<file path="src/rtl/riscv_fetch_stage.sv">
// IF stage: owns the PC, issues word addresses to a 1-cycle synchronous IMEM,
// and feeds the IF/ID register through a 1-entry skid buffer with redirect flush.
module riscv_fetch_stage #(
  parameter int          IMEM_DEPTH = 1024,
  parameter logic [31:0] RESET_PC   = 32'h0000_0000,
  parameter logic [31:0] NOP_INSTR  = 32'h0000_0013,
  localparam int         A          = $clog2(IMEM_DEPTH)
) (
  input  logic         clk,
  input  logic         rst,
  input  logic         stall,
  input  logic         redirect_valid,
  input  logic [31:0]  redirect_pc,
  output logic         imem_en,
  output logic [A-1:0] imem_addr,
  input  logic [31:0]  imem_rdata,
  output logic [31:0]  ifid_ir,
  output logic [31:0]  ifid_pc,
  output logic         ifid_valid
);

  logic [31:0] fpc;
  logic        inflight_vld_p0;
  logic [31:0] inflight_pc_p0;
  logic        skid_vld_p1;
  logic [31:0] skid_ir_p1;
  logic [31:0] skid_pc_p1;
  logic [31:0] redir_tgt;

  assign redir_tgt = {redirect_pc[31:2], 2'b00};

  // Byte-offset bits of the redirect target carry no information.
  logic unused_redir_lsb;
  assign unused_redir_lsb = &{1'b0, redirect_pc[1:0]};

  // Issue: redirect target beats stall; a stalled cycle issues nothing so the skid cannot overflow.
  always_comb begin
    imem_en   = 1'b0;
    imem_addr = fpc[A+1:2];
    if (rst) begin
      imem_en = 1'b0;
    end else if (redirect_valid) begin
      imem_en   = 1'b1;
      imem_addr = redirect_pc[A+1:2];
    end else if (!stall) begin
      imem_en = 1'b1;
    end
  end

  // Control state and IF/ID register.
  always_ff @(posedge clk) begin
    if (rst) begin
      fpc             <= RESET_PC;
      inflight_vld_p0 <= 1'b0;
      skid_vld_p1     <= 1'b0;
      ifid_ir         <= NOP_INSTR;
      ifid_pc         <= 32'h0;
      ifid_valid      <= 1'b0;
    end else if (redirect_valid) begin
      ifid_ir         <= NOP_INSTR;
      ifid_valid      <= 1'b0;
      skid_vld_p1     <= 1'b0;
      inflight_vld_p0 <= 1'b1;
      fpc             <= redir_tgt + 32'd4;
    end else if (stall) begin
      if (inflight_vld_p0)
        skid_vld_p1 <= 1'b1;
      inflight_vld_p0 <= 1'b0;
    end else begin
      if (skid_vld_p1) begin
        ifid_ir     <= skid_ir_p1;
        ifid_pc     <= skid_pc_p1;
        ifid_valid  <= 1'b1;
        skid_vld_p1 <= 1'b0;
      end else if (inflight_vld_p0) begin
        ifid_ir    <= imem_rdata;
        ifid_pc    <= inflight_pc_p0;
        ifid_valid <= 1'b1;
      end else begin
        ifid_ir    <= NOP_INSTR;
        ifid_valid <= 1'b0;
      end
      inflight_vld_p0 <= 1'b1;
      fpc             <= fpc + 32'd4;
    end
  end

  // Datapath registers; their meaning is qualified entirely by the valid flags above.
  always_ff @(posedge clk) begin
    if (redirect_valid)
      inflight_pc_p0 <= redir_tgt;
    else if (!stall)
      inflight_pc_p0 <= fpc;
    if (!redirect_valid && stall && inflight_vld_p0) begin
      skid_ir_p1 <= imem_rdata;
      skid_pc_p1 <= inflight_pc_p0;
    end
  end

endmodule
</file>
<file path="config.mk">
export PLATFORM = sky130hd
export DESIGN_NAME = riscv_fetch_stage
export DESIGN_NICKNAME = d
export VERILOG_FILES = /design/src/rtl/riscv_fetch_stage.sv
export SDC_FILE = /design/constraint.sdc
export NUM_CORES = 1
export LEC_CHECK = 0
export CORE_MARGIN = 10
export CORE_UTILIZATION = 45
export CTS_BUF_LIST = sky130_fd_sc_hd__clkbuf_16
export DETAILED_ROUTE_END_ITERATION = 6
export PLACE_DENSITY = 0.83
export SYNTH_ARGS = -nofsm -noshare
export SYNTH_HDL_FRONTEND = slang
export SYNTH_SLANG_ARGS = --single-unit
export TNS_END_PERCENT = 50
</file>
<file path="constraint.sdc">
create_clock -name clk -period 3.5 [get_ports clk]
set_input_delay 0.525 -clock clk [delete_from_list [all_inputs] [get_ports clk]]
set_output_delay 0.525 -clock clk [all_outputs]
set_load 0.005 [all_outputs]
</file>
Yosys cells after proc, flatten, opt, wreduce, memory -nomap -nowiden
Cells that the tools add are included.
- add/sub/neg operators: 2
- multiply operators: 0
- div/mod/pow operators: 0
- magnitude comparators: 0
- equality and inequality tests: 1
- shifts and indexed selects: 0
- mux-type cells: 15
- bitwise gates (word level): 2
- reduce and logical (&&, ||, !) cells: 7
- operators with widths (kind ; count):
    $mux W32 ; 8
    $add A32 B3 Y32 const B ; 2
    $mux W10 ; 2
    $mux W1 ; 5
    $reduce_and A3 Y1 ; 1
    $reduce_or A3 Y1 ; 1
    $logic_and A1 B1 Y1 ; 2
    $ne A2 B1 Y1 const B ; 1
    $not A1 Y1 ; 2
    $reduce_bool A2 Y1 ; 1
    $reduce_or A2 Y1 ; 1
    $logic_not A1 Y1 ; 1
- register bits after elaboration: 195
- latch bits: 0
- bits in writable memories: 0
- bits in read-only memories: 0
- input bits: 68
- output and inout bits: 76
- word-level logic and storage cells: 37
- memories kept: 0

Logic depth before layout (Yosys ltp)
Gate-level depths: netlist (run 1).
- word-level depth: 3
- mapped depth: 14
- gate-level depth less buffers: 8

Least setup slack after synthesis (run 1)
OpenSTA, ideal clock, no wires.
- path type: input port to flip-flop
- from: input redirect_valid
- to: register skid_ir_p1[0], enable pin
- library setup time: 426 ps
- arrival: 2976 ps
- required time: 3074 ps
- path slack: 98 ps
- cell stages on the path: 7
- path buffers: 5
- cell sequence: buf_6 buf_8 buf_6 nor2b_1 clkbuf_1 clkbuf_1 and2_1
- word-level cells in the longest chain between the ends: 3
- RTL lines (element ; line ; source):
    start, declared ; 12 ; input logic redirect_valid,
    $logic_not A1 Y1 ; 94 ; if (!redirect_valid && stall && inflight_vld_p0) begin
    $logic_and A1 B1 Y1 (2 in series) ; 94 ;
    end signal, assigned ; 95 ; skid_ir_p1 <= imem_rdata;
    end, declared ; 26 ; logic [31:0] skid_ir_p1;
No other way between the ends.
A chain may end at the register's enable or synchronous reset.

Worst setup path after layout (run 1)
- from: input rst
- to: output imem_en
- word-level cells in the longest chain between the ends: 1
- RTL lines (element ; line ; source):
    start, declared ; 10 ; input logic rst,
    $mux W1 ; - ;
    end, declared ; 14 ; output logic imem_en,
No other way between the ends.

==> results.md, run 1 <==
* Hold Path Cell Cnt at 0
* Asr flop ratio synth at 0%
* WS Path Type: input pin to primary output
* Sw Pwr at 1.21 mW
* First DRT Iteration DRCs at 473
* Hold-fix buffers, CTS at 0
* Max-slew headroom at 52.3%
* RSZ-0062 raised after global routing: false
* Synth Instances at 723
* Resized Gates After CTS at 0
* Clock Power Share at a little under two fifths
* Crit path launch type: input pin
* Max Clk Rate at about 350 MHz
* CTS Buf Count at 17
* Fill cell count at around 1,400
* Endpoint, Worst Hold: skid_pc_p1[21]
* Avg WL per Cell at about 17 microns
* First-pass GRT wire length at slightly above 30 mm
* Ys Warns at 0
* Detailed placement HPWL at between 10 and 15 mm
* GRT overflow at 0
* Initial antenna violation count at 0
* Via-per-instance ratio at 5.46
* Place WS at between 0.6 and 0.7 ns
* Net count reported at finish at 910
* Outcome: complete, but fails checks
* Die area at about 0.023 sq mm
* I/O Buffers at between 100 and 150
* Syn_area_per_cell at 11.0 sq um
* Max-cap violations at 0
* Family with the most delay on the worst path: buffers and inverters
* R2R Setup Slk at around 1.2 ns
* Post-synth EDFFs at 92
* Leakage at roughly 3.5 nW
* Core area at between 0.015 and 0.02 sq mm
* Setup violators final at 0
* Post-CTS setup buffers at 0
* Sw frac at about 25%
* Final TNS setup at 0 ns
* Top-count cell post-synth: nor2_1
* Via count at between 5,000 and 6,000
* CTS tree: done
* Vias in the first global route at between 5,000 and 6,000
* Cell mode on critical path: clkinv_1
* Post-synth design cell area at approximately 0.0080 sq mm
* Post-synth top flop: dfxtp_1
* Fin crit period at between 2 and 3 ns
* R2r worst-path depth at 8
* Clock transition at the registers of the reported paths at roughly 0.07 ns
* Routed Antenna Nets at 0
* Crit path cell chain: buf_2 -> clkinv_1 -> nand2_1 -> clkinv_1 -> clkdlybuf4s50_1
* Slowest cell delay on critical path at around 0.56 ns
* Power per standard cell area at approximately 480 mW/mm^2
* Synth area leader: edfxtp_1
* Crit path required time at between 2 and 3 ns
* Tcrit/Tclk final at 81.9%
* Fin Clk Skew at roughly 0.011 ns
* Synth area leaders: edfxtp_1, dfxtp_1, nor2_1
* Reg2Reg Capture Point: fpc[30]
* Worst vdd ir at about 380 uV
* Routability Congestion at approximately 0.86
* WP buf/inv at 4
* Crit-path slowest cell: clkdlybuf4s50_1
* Num rows at 48
* Initial Util at between 40% and 50%
* Skew-Pair Late Insertion Delay at roughly 0.43 ns
* Routed wire length at 18.7 mm
* Boundary Pins at approximately 140
* H-tree level count at 4
* Dpl cell area at 0.00952 sq mm
* Internal Power at ~3.6 mW
* Finished Layout Cells at between 1,000 and 1,500
* Sequential-to-total area share from yosys stat at approximately three fifths
* Tot GR Track Use at 15.7%
* Die X at roughly 150 microns
* Register share of total power at approximately half
* Hold_sp: inflight_pc_p0[21]
* Critical Path Fanout Max at 16
* Router iterations before antenna repair at 7
* Clock Root Buffer: clkbuf_16
* Min-Delay Path Class: flop to flop
* Violations in the final reports: design-rule violations
* Die height at about 150 microns
* Crit. End Element: primary output
* Final hold vios at 0
* Largest net degree at the start of global routing at between 70 and 80
* Num Clock Sinks at 187
* CP arrival at 2.34 ns
* Placed Instances at about 1,000
* Synth top cells by count: nor2_1, dfxtp_1, edfxtp_1
* Worst-Margin Slew at 0.716 ns
* Top cell type's share of synthesized area at about 35%
* DRC at 5
* #FFs+latches synth at around 190
* Worst setup margin at between 0.6 and 0.7 ns
* Layout Cell Area excl Fill at ~0.010 sq mm
* Deepest clock path buffer count at 2
* RR Startpoint: fpc[2]
* Max-slew violations at 0
* Area Overhead vs Synth at 26.2%
* Netlist cell types at 60
* Comb power frac at between 10 and 15%
* Layout cell share with drive strength beyond 1 at 10.7%
## stage by stage
stage               total power [mW]  utilization, %  hold WS, ns
floorplan                       2.81               -        0.423
finish                          4.82            58.0        0.454
detailed placement              3.06            54.8        0.436
global placement                3.04            54.8        0.431
CTS                             4.86            58.0        0.454
global route                    5.00            58.0        0.468
## how the worst max path moves through the flow
stage,from,end,slack [ns],cells past startpoint
2_1_floorplan,redirect_valid,skid_ir_p1[0],0.1,7
3_3_place_gp,redirect_pc[2],fpc[30],0.65,9
3_5_place_dp,redirect_pc[2],fpc[30],0.61,9
4_1_cts,rst,imem_en,0.66,5
5_1_grt,rst,imem_en,0.48,5
6_report,rst,imem_en,0.64,5
## cell usage in the layout, fill, tap and decap left out, types with 3 or more instances in the layout
| master | count |
|---|---|
| mux2_2 | 30 |
| xor2_1 | 6 |
| nand4_1 | 10 |
| or3_1 | 5 |
| nor2_1 | 107 |
| o22ai_1 | 3 |
| nor3b_1 | 3 |
| clkinv_2 | 3 |
| a31oi_1 | 6 |
| nor3_1 | 3 |
| a22oi_1 | 32 |
| clkinvlp_4 | 3 |
| dfxtp_1 | 94 |
| nand3b_1 | 8 |
| buf_2 | 3 |
| nand3_1 | 23 |
| inv_8 | 3 |
| o211ai_1 | 5 |
| clkbuf_16 | 17 |
| nand2_1 | 44 |
| and3_1 | 3 |
| a211oi_1 | 36 |
| o21ai_0 | 8 |
| inv_6 | 4 |
| mux2i_1 | 40 |
| nand4b_1 | 4 |
| inv_1 | 11 |
| edfxtp_1 | 92 |
| xnor2_1 | 11 |
| clkdlybuf4s50_1 | 136 |
| buf_4 | 10 |
| a21oi_1 | 48 |
## layout make-up
cell class	count	area, sq um	area share (%)
Inverter	14	52.6	0.522
Antenna cell	1	2.50	0.0248
Multi-Input combinational cell	470	3020	30.0
Clock inverter	15	131	1.30
Sequential cell	187	4670	46.3
Timing Repair Buffer	151	1490	14.8
Clock buffer	17	425	4.22
Tap cell	225	282	2.79
## power by group through the flow
| stage | clock, mW | combinational, mW | sequential, mW |
|---|---|---|---|
| after detailed placement | 0 | 0.523 | 2.53 |
| after global placement | 0 | 0.513 | 2.53 |
| after CTS | 1.85 | 0.528 | 2.48 |
| after global routing | 1.93 | 0.576 | 2.50 |
| after floorplan | 0 | 0.291 | 2.52 |
| final | 1.81 | 0.524 | 2.48 |
## cells by family (layout without fill, tap and decap cells)
kind of cell             count (synthesis)  after routing  share of synthesized area (%)
AO/OA/AOI/OAI                          152            152                           12.8
XOR/XNOR                                17             17                           1.86
adder cells (fa/ha/maj)                  1              1                          0.157
buffers and inverters                   67            197                           3.87
flip-flops                             187            187                           58.4
multiplexers                            70             70                           9.25
other                                    1              3                         0.0470
AND/OR/NAND/NOR                        228            228                           13.6
## metal layers
layer  global-route usage [%]  part of all wire (%)  vias to the layer above
met5                        0                     0                        -
met4                     4.27                  0.76                        0
met3                     4.99                   7.7                       13
met2                     23.3                    46                      221
met1                     21.4                    46                     2780
li1                         -                     -                     2887
## state kept, by name (all words and copies together) (netlist names)
name	count
skid_vld_p1	1
inflight_vld_p0	1
ifid_ir	32
fpc	30
ifid_valid	1
inflight_pc_p0	30
skid_pc_p1	30
ifid_pc	30
skid_ir_p1	32
No activity file was read; power rests on OpenSTA's default activity.
==> run 2, diff against run 1 <==
--- a/config.mk
+++ b/config.mk
@@ -9,7 +9,7 @@
 export CORE_UTILIZATION = 45
 export CTS_BUF_LIST = sky130_fd_sc_hd__clkbuf_16
 export DETAILED_ROUTE_END_ITERATION = 6
-export PLACE_DENSITY = 0.83
+export PLACE_DENSITY = 0.8
 export SYNTH_ARGS = -nofsm -noshare
 export SYNTH_HDL_FRONTEND = slang
 export SYNTH_SLANG_ARGS = --single-unit
==> constraint.sdc (replaced) <==
create_clock -name clk -period 2.9 [get_ports clk]
set_input_delay 0.435 -clock clk [delete_from_list [all_inputs] [get_ports clk]]
set_output_delay 0.435 -clock clk [all_outputs]
set_load 0.005 [all_outputs]
==> run 2 against run 1 <==
Against the previous run: the flow now finishes without violations; largest power group unchanged; critical path depth rose by 3; setup slack got worse by 0.25 ns; sequential cell count did not move; design area rose by 0.63%; die area did not move; critical path type unchanged; cell count rose by 0.46%; non-clock buffer count rose by 6; clock power rose by 20%; core utilization rose by 0.37 points; largest cell class unchanged.
==> results.md, run 2 (synthesized netlist as in run 1, its figures left out) <==
* Outcome: finished, final reports clean
* Fin crit period at between 2 and 3 ns
* Router iterations before antenna repair at 5
* Post-CTS setup buffers at 0
* Routed Antenna Nets at 0
* Largest net degree at the start of global routing at between 70 and 80
* Routability Congestion at between 0.8 and 0.9
* Initial antenna violation count at 0
* Met2 WL post-DR at ~8.1 mm
* Most frequent cells in the layout: clkdlybuf4s50_1, nor2_1, dfxtp_1, edfxtp_1, a21oi_1
* First-pass GRT wire length at 30.0 mm
* RR Startpoint: fpc[4]
* Via-per-instance ratio at 5.42
* Core area at 0.0174 sq mm
* Boundary Pins at between 100 and 150
* Layout cell share with drive strength beyond 1 at 11.0%
* Die area at 0.0235 sq mm
* Leakage at between 3 and 4 nW
* Worst-Margin Slew at approximately 0.7 ns
* Avg WL per Cell at between 15 and 20 microns
* I/O Buffers at between 100 and 150
* Skew-Pair Late Insertion Delay at 0.42 ns
* Die height at 153 microns
* Max-cap violations at 0
* Most common cell after layout, fill and taps aside: clkdlybuf4s50_1
* Critical Path Fanout Max at 36
* Via count at a little under 6,000
* Clock Root Buffer: clkbuf_16
* Net count reported at finish at ~900
* RSZ-0062 raised after global routing: false
* Area Overhead vs Synth at 27.0%
* Resized Gates After CTS at 0
* Vias in the first global route at 5,624
* Hold_sp: fpc[31]
* Worst vdd ir at approximately 340 uV
* Max-slew violations at 0
* Hold-fix buffers, CTS at 0
* Deepest clock path buffer count at 2
* Num rows at between 40 and 50
* Tot GR Track Use at between 10% and 20%
* Fill cell count at between 1,000 and 1,500
* Max Clk Rate at 397 MHz
* Routed wire length at 18.7 mm
* Final hold vios at 0
* CP arrival at around 2.1 ns
* Met3 routed wirelength at 1.51 mm
* First DRT Iteration DRCs at about 440
* Crit. End Element: primary output
* Num Clock Sinks at between 150 and 200
* Setup crit start: redirect_valid
* Initial Util at 46.0%
* Crit path required time at 2.47 ns
* Setup violators final at 0
* N_diodes at 0
* GRT overflow at 0
* CTS Buf Count at 17
* Max-slew headroom at between 50% and 60%
* Power per standard cell area at about 570 mW/mm^2
* Crit path launch type: input pin
* H-tree level count at 4
* Met1 WL at between 8 and 9 mm
* Tcrit/Tclk final at 86.8%
* Detailed placement HPWL at around 13 mm
* Final TNS setup at 0 ns
* Finished Core Util at 58.4%
* Die X at roughly 150 microns
* Clock transition at the registers of the reported paths at roughly 0.070 ns
* WS Path Type: input pin to primary output
* Top sig layer: met4
* Power after layout at between 5 and 6 mW
* CTS tree: done
* Biggest regs: ifid_ir: 32 flops, skid_ir_p1: 32 flops
* Min-Delay Path Class: flop to flop
* Fin Clk Skew at about 0.015 ns
* DRC at 0
[run 2: per-layer routing]
metal	global-route usage (%)	vias up
li1	-	2899
met1	21.9	2739
met2	22.5	231
met3	4.85	16
met4	3.72	0
met5	0	-
[run 2: final cells by class]
class                      instances  area, sq um  share of cell area [%]
sequential                       187         4670                    46.0
multi-input combinational        470         3020                    29.8
timing repair buffer             157         1560                    15.4
clock buffer                      17          425                    4.20
tap                              225          282                    2.78
clock inverter                    15          128                    1.26
inverter                          14         52.6                   0.518
[run 2: report_power, final]
group / switching (mW) / internal [mW]
Clock: 1.04 / 1.13
Combinational: 0.315 / 0.325
Sequential: 0.0783 / 2.92
Total: 1.44 / 4.37
[run 2: worst paths after layout]
kind	to	cells past startpoint	slack, ns
max reg2reg	fpc[29]	6	0.54
max	imem_en	8	0.38
min reg2reg	fpc[31]	2	0.45
min	fpc[31]	2	0.45
[run 2: stage by stage]
stage / area, sq um / std cells / hold slack, ns / setup slack (ns)
final: 10100 / 1085 / 0.450 / 0.382
after global routing: 10100 / 1085 / 0.467 / 0.281
after CTS: 10100 / 1085 / 0.453 / 0.391
after detailed placement: 9590 / 1053 / 0.435 / 0.101
after global placement: 9590 / 1053 / 0.430 / 0.112
after floorplan: 7990 / 724 / 0.423 / -0.0796
[run 2: worst max-delay path, stage by stage]
cell and delay, ns:
buf_2 0.24, buf_12 0.23, buf_4 0.32, nor2b_1 0.11
inv_1 0.08, nand2_1 0.08, clkinv_1 0.08, clkdlybuf4s50_1 0.50
